$ cat src/rtl/divider_pkg.sv
// Shared definitions for the iterative 32-bit divider: op codes, FSM states,
// widths and the fixed results of the two special cases.
package divider_pkg;

    localparam int DATA_W   = 32;
    localparam int ITER_CNT = 32;
    localparam int CNT_W    = $clog2(ITER_CNT);

    localparam logic [DATA_W-1:0] DIV_ZERO_QUO = 32'hFFFF_FFFF;
    localparam logic [DATA_W-1:0] OVF_QUO      = 32'h8000_0000;
    localparam logic [DATA_W-1:0] OVF_DIVIDEND = 32'h8000_0000;
    localparam logic [DATA_W-1:0] NEG_ONE      = 32'hFFFF_FFFF;

    typedef enum logic [1:0] {
        OP_DIV  = 2'b00,
        OP_DIVU = 2'b01,
        OP_REM  = 2'b10,
        OP_REMU = 2'b11
    } op_e;

    typedef enum logic [1:0] {
        ST_IDLE = 2'd0,
        ST_BUSY = 2'd1,
        ST_DONE = 2'd2
    } state_e;

    // Absolute value of a two's-complement operand when the op is signed;
    // 0x80000000 maps onto itself, which is the correct unsigned magnitude.
    function automatic logic [DATA_W-1:0] magnitude(input logic [DATA_W-1:0] v,
                                                    input logic              is_signed);
        return (is_signed && v[DATA_W-1]) ? (~v + 1'b1) : v;
    endfunction

endpackage

$ cat src/rtl/divider_step.sv
// One combinational restoring shift-subtract step. The quotient register
// initially holds the dividend magnitude; each step shifts its MSB into the
// partial remainder and shifts the new quotient bit into its LSB.
module divider_step
    import divider_pkg::*;
(
    input  logic [DATA_W-1:0] rem_in,
    input  logic [DATA_W-1:0] quo_in,
    input  logic [DATA_W-1:0] divisor,
    output logic [DATA_W-1:0] rem_out,
    output logic [DATA_W-1:0] quo_out
);

    logic [DATA_W:0] shifted;
    logic [DATA_W:0] trial;

    // Trial subtraction; the borrow bit decides whether to restore.
    always_comb begin
        shifted = {rem_in, quo_in[DATA_W-1]};
        trial   = shifted - {1'b0, divisor};
        if (!trial[DATA_W]) begin
            rem_out = trial[DATA_W-1:0];
            quo_out = {quo_in[DATA_W-2:0], 1'b1};
        end else begin
            rem_out = shifted[DATA_W-1:0];
            quo_out = {quo_in[DATA_W-2:0], 1'b0};
        end
    end

endmodule

$ cat src/rtl/divider_sequencer.sv
// Multi-cycle divide/remainder unit for the execution stage. Latches the
// instruction, runs 32 restoring steps (or short-circuits the special cases)
// and presents the signed-corrected result until the pipeline takes it.
module divider_sequencer
    import divider_pkg::*;
#(
    parameter logic HIGH = 1'b1
)
(
    input  logic              CLK,
    input  logic              RST,
    input  logic              START,
    input  logic [1:0]        OP,
    input  logic [DATA_W-1:0] DIVIDEND,
    input  logic [DATA_W-1:0] DIVISOR,
    input  logic              CLEAR_EXECUTION_STAGE,
    input  logic              HOLD,
    output logic [DATA_W-1:0] RESULT,
    output logic              RESULT_VALID,
    output logic              BUSY,
    output logic              STALL_EXECUTION_STAGE
);

    logic start_act;
    logic clear_act;
    logic hold_act;

    state_e            state_q;
    state_e            state_d;
    logic [CNT_W-1:0]  cnt_q;
    op_e               op_q;
    logic [DATA_W-1:0] divisor_q;
    logic [DATA_W-1:0] rem_q;
    logic [DATA_W-1:0] quo_q;
    logic [DATA_W-1:0] result_q;
    logic              neg_quo_q;
    logic              neg_rem_q;

    logic              latch_en;
    logic              step_en;
    logic              last_step;
    logic              op_signed;
    logic              op_is_rem;
    logic              is_rem_q;
    logic              div_zero;
    logic              sgn_ovf;
    logic              special;
    logic [DATA_W-1:0] rem_nxt;
    logic [DATA_W-1:0] quo_nxt;

    // Conditional two's-complement negation applied when entering DONE.
    function automatic logic [DATA_W-1:0] apply_sign(input logic [DATA_W-1:0] v,
                                                     input logic              neg);
        return neg ? (~v + 1'b1) : v;
    endfunction

    assign start_act = (START == HIGH);
    assign clear_act = (CLEAR_EXECUTION_STAGE == HIGH);
    assign hold_act  = (HOLD == HIGH);

    assign op_signed = (OP == OP_DIV) || (OP == OP_REM);
    assign op_is_rem = (OP == OP_REM) || (OP == OP_REMU);
    assign is_rem_q  = (op_q == OP_REM) || (op_q == OP_REMU);
    assign div_zero  = (DIVISOR == '0);
    assign sgn_ovf   = op_signed && (DIVIDEND == OVF_DIVIDEND) && (DIVISOR == NEG_ONE);
    assign special   = div_zero || sgn_ovf;
    assign last_step = (cnt_q == CNT_W'(ITER_CNT - 1));

    divider_step u_step (
        .rem_in  (rem_q),
        .quo_in  (quo_q),
        .divisor (divisor_q),
        .rem_out (rem_nxt),
        .quo_out (quo_nxt)
    );

    // State register; reset and flush both return to IDLE.
    always_ff @(posedge CLK) begin
        if (RST) begin
            state_q <= ST_IDLE;
        end else begin
            state_q <= state_d;
        end
    end

    // Next-state decode and status outputs; CLEAR outranks START and HOLD.
    always_comb begin
        state_d  = state_q;
        latch_en = 1'b0;
        step_en  = 1'b0;
        case (state_q)
            ST_IDLE: begin
                if (!clear_act && start_act) begin
                    latch_en = 1'b1;
                    state_d  = special ? ST_DONE : ST_BUSY;
                end
            end
            ST_BUSY: begin
                if (clear_act) begin
                    state_d = ST_IDLE;
                end else begin
                    step_en = 1'b1;
                    if (last_step) begin
                        state_d = ST_DONE;
                    end
                end
            end
            ST_DONE: begin
                if (clear_act || !hold_act) begin
                    state_d = ST_IDLE;
                end
            end
            default: state_d = ST_IDLE;
        endcase

        BUSY                  = (state_q == ST_BUSY) ? HIGH : ~HIGH;
        RESULT_VALID          = (state_q == ST_DONE) ? HIGH : ~HIGH;
        STALL_EXECUTION_STAGE = (((state_q == ST_IDLE) && start_act) || (state_q == ST_BUSY))
                                ? HIGH : ~HIGH;
        RESULT                = (state_q == ST_DONE) ? result_q : '0;
    end

    // Operand latch, iteration datapath and final result formation.
    always_ff @(posedge CLK) begin
        if (RST) begin
            cnt_q     <= '0;
            op_q      <= OP_DIV;
            divisor_q <= '0;
            rem_q     <= '0;
            quo_q     <= '0;
            result_q  <= '0;
            neg_quo_q <= 1'b0;
            neg_rem_q <= 1'b0;
        end else if (latch_en) begin
            op_q      <= op_e'(OP);
            cnt_q     <= '0;
            rem_q     <= '0;
            quo_q     <= magnitude(DIVIDEND, op_signed);
            divisor_q <= magnitude(DIVISOR, op_signed);
            neg_quo_q <= op_signed && (DIVIDEND[DATA_W-1] ^ DIVISOR[DATA_W-1]);
            neg_rem_q <= op_signed && DIVIDEND[DATA_W-1];
            if (div_zero) begin
                result_q <= op_is_rem ? DIVIDEND : DIV_ZERO_QUO;
            end else if (sgn_ovf) begin
                result_q <= op_is_rem ? '0 : OVF_QUO;
            end
        end else if (step_en) begin
            rem_q <= rem_nxt;
            quo_q <= quo_nxt;
            cnt_q <= last_step ? '0 : cnt_q + 1'b1;
            if (last_step) begin
                result_q <= is_rem_q ? apply_sign(rem_nxt, neg_rem_q)
                                     : apply_sign(quo_nxt, neg_quo_q);
            end
        end
    end

endmodule

$ cat config.mk
export PLATFORM = sky130hd
export DESIGN_NAME = divider_sequencer
export DESIGN_NICKNAME = d
export VERILOG_FILES = /design/src/rtl/divider_pkg.sv /design/src/rtl/divider_step.sv /design/src/rtl/divider_sequencer.sv
export SDC_FILE = /design/constraint.sdc
export NUM_CORES = 1
export LEC_CHECK = 0
export ABC_CLOCK_PERIOD_IN_PS = 6150
export CAP_MARGIN = 20
export CORE_UTILIZATION = 50
export DETAILED_ROUTE_END_ITERATION = 16
export GPL_TIMING_DRIVEN = 1
export PLACE_DENSITY_LB_ADDON = 0.25
export SYNTH_ARGS = -nofsm -noshare
export SYNTH_HDL_FRONTEND = slang
export SYNTH_SLANG_ARGS = --single-unit
$ cat constraint.sdc
create_clock -name CLK -period 6.15 [get_ports CLK]
set_clock_uncertainty 0.1 [all_clocks]
set_input_delay 0.615 -clock CLK [delete_from_list [all_inputs] [get_ports CLK]]
set_output_delay 0.615 -clock CLK [all_outputs]
set_load 0.01 [all_outputs]
==> impl_metrics.yaml <==
timing:
  rsz0062_at_grt: "no"
  worstMarginPinSlew_ns: 1.07
  fin_crit_ns: 5.30
  setup-tns-final_ns: 0
  fmax_mhz: 189
  holdWs_ns: 0.347
  setup_viol: 0
  slew_viol_final: 0
  hold_viol_final: 0
  timing.final.crit_share: 0.862
  slew_headroom: 0.287
clock_network:
  clock_latency_ns: 0.44
  cts.sinks: 138
  cts_tree: "yes"
  cts_max_level: 4
  max-clock-path-buffers: 2
  ctsHoldBuffers: 0
  cts-root-buf: "clkbuf_16"
  clkTransAtPathRegs_ns: 0.07
  cts_resized: 0
  cts-buffers-inserted: 17
  cts_setup_buffers: 0
synth:
  ys_top_cells_by_count: "nor2_1 (229), a21oi_1 (146), dfxtp_1 (138)"
  synth_seq_area_share: 0.235
  synth-xor-area-share: 0.0865
  synth_top_cell_by_area: "dfxtp_1"
  synth_top_family_by_area: "compound AO/OA/AOI/OAI gates"
  syn_area_sq_mm: 0.0117
  ys_types: 86
  ys.flop_type: "dfxtp_1"
  yosys.area.top_type_share: 0.235
  synth_seq_cells: 138
  synth_nets: 1719
  synthSimpleGateAreaFrac: 0.249
  synth_compound_area_frac: 0.300
  synth_fa_ha_area_frac: 0.0432
  netlist_instances: 1608
  yosysMostFrequentCell: "nor2_1"
  synth_area_leaders: "dfxtp_1 (24%), nor2_1 (7.3%), a21oi_1 (6.2%)"
  ys_async_sr_fraction: 0
  synth_edf_count: 0
  synth.area.mux_share: 0.0315
  avgSynthCellArea_sq_um: 7.31
  yosysWarnings: 0
detailed_routing:
  vias_per_cell: 6.37
  wirelength_mm: 40.1
  ant_nets: 0
  wl_per_cell_um: 20.3
  drtIter0Drc: 1527
  drc: 0
  routed-via-count: 12600
  dr.pass1.iters: 7
grt:
  grt_pass1_vias: 11600
  grt_pass1_wl_mm: 63.1
  grt-ovfl-total: 0
  antenna_found_initial: 3
  grt_usage: 0.334
  grt_max_degree: 73
status:
  outcome: "finished, final reports clean"
floorplanning:
  die_width_um: 155
  start_util: 0.514
  ios: 106
  coreArea_sq_mm: 0.0228
  num_rows: 55
  die_h_um: 155
  dieArea_sq_mm: 0.0241
job:
  cap_violations: 0
worst_setup_path:
  critical_path.top_delay_family: "simple AND/OR/NAND/NOR gates"
  critical_path_class: "flop to flop"
  cp-end-kind: "flop"
  cp_max_fo: 44
  max_stage_delay_ns: 0.61
  path_cells: "inv_1 > ha_1 > inv_1 > fa_1 > a211oi_2 > o211ai_2 > nand3_1 > a21oi_2 > o21a_4 > nor2_8 > mux2i_1 > ha_1 > nand2_1 > nor3_1 > mux2i_1 > a211oi_2 > nand3_2 > or3_1 > a31o_1"
  crit_required_ns: 6.39
  worst-path-buf-inv: 2
  slowest_stage: "nor2_8"
  arrival_ns: 5.54
  cp-start-kind: "flop"
finish:
  drive_gt1_frac: 0.0553
  fill_cells: 2178
  syn_to_final_growth_pct: 15.2
  fin_area_sq_mm: 0.0135
  final_nets: 1763
power_and_ir_drop:
  vdd_drop_max_uv: 190
  p_leak_nw: 4.87
  p_per_area_mw_per_mm2: 246
hold_path:
  hold_path_class: "flop to flop"
placed_design:
  placedInstanceArea_sq_mm: 0.0129
  place_congestion: 0.990
  dpl.hpwl_mm: 30.3
  port-buffer-count: 105
-- worst register-to-register path, delay by kind of cell (launching register included) --
family / cells / cell delay (ns)
AND/OR/NAND/NOR: 6 / 1.65
AO/OA/AOI/OAI: 6 / 1.50
adder cells (fa/ha/maj): 3 / 0.85
multiplexers: 2 / 0.60
flip-flops: 1 / 0.35
buffers and inverters: 2 / 0.15
-- power breakdown --
part	leakage [nW]	switching, mW	total [mW]	internal, mW
Combinational	3.46	0.824	1.28	0.451
Sequential	1.12	0.0398	0.970	0.930
Clock	0.297	0.444	1.08	0.638
-- metal layers --
| layer | track usage | vias to the layer above | wire length, um | part of all wire |
|---|---|---|---|---|
| met5 | 0 | - | 27 | 0.00067 |
| met2 | 0.535 | 611 | 17700 | 0.44 |
| met4 | 0.115 | 4 | 1290 | 0.032 |
| li1 | - | 6010 | - | - |
| met1 | 0.441 | 5863 | 17100 | 0.43 |
| met3 | 0.0755 | 110 | 3900 | 0.097 |
-- worst paths after layout --
path / to / cells after the start / slack [ns] / start
worst min-delay path: result_q[6] / 2 / 0.35 / result_q[6]
worst min register to register: result_q[6] / 2 / 0.35 / result_q[6]
worst max-delay path: result_q[28] / 19 / 0.85 / quo_q[31]
worst max register to register: result_q[28] / 19 / 0.85 / quo_q[31]
-- area by class of cell --
class                           count  area, sq um  area share
Tap cell                          313          392      0.0289
Multi-Input combinational cell   1310         8360       0.617
Clock inverter                     15          175      0.0129
Clock buffer                       17          425      0.0314
Antenna cell                        1         2.50    0.000185
Inverter                           60          228      0.0168
Timing Repair Buffer              125         1200      0.0884
Sequential cell                   138         2760       0.204
-- logic make-up (layout without fill, tap and decap cells) --
group,count (synthesis),after routing
muxes,34,34
buffers and inverters,160,217
other,0,1
adders and majority gates,40,40
AOI/OAI and AO/OA,525,525
and+or+nand+nor,595,595
DFF,138,138
xor gates and xnor gates,116,116
-- per-stage QoR --
step           power (mW)   util  std cells  setup WS (ns)
6_report             3.33  0.593       1979          0.849
5_1_grt              3.47  0.593       1979          0.437
4_1_cts              3.29  0.592       1978          0.908
3_5_place_dp         2.23  0.566       1946          0.946
3_3_place_gp         2.21  0.566       1946           1.06
2_1_floorplan        1.87      -       1608           1.22
-- layout by cell type (no fill, tap or decap), types with 15 or more instances in the layout --
cell type	count
nor3_1	36
o41ai_1	16
nand2_1	108
nand3_1	22
and2_1	41
dfxtp_1	138
nand2b_1	19
o21ai_0	93
a211oi_1	93
xnor2_1	63
clkdlybuf4s50_1	104
buf_4	20
a21oi_1	146
nand4_1	23
nor2_1	229
or3_1	22
a21o_1	15
nor4_1	23
clkbuf_16	17
mux2i_1	28
a311oi_1	17
o31ai_1	26
xor2_1	53
inv_1	58
ha_1	39
-- sequential cells by signal, summed over array words and instances, names as in the netlist --
register / cells
cnt_q: 5
divisor_q: 32
neg_rem_q: 1
state_q: 2
op_q: 1
result_q: 32
neg_quo_q: 1
quo_q: 32
rem_q: 32
Power figures use the tool's default switching activity.
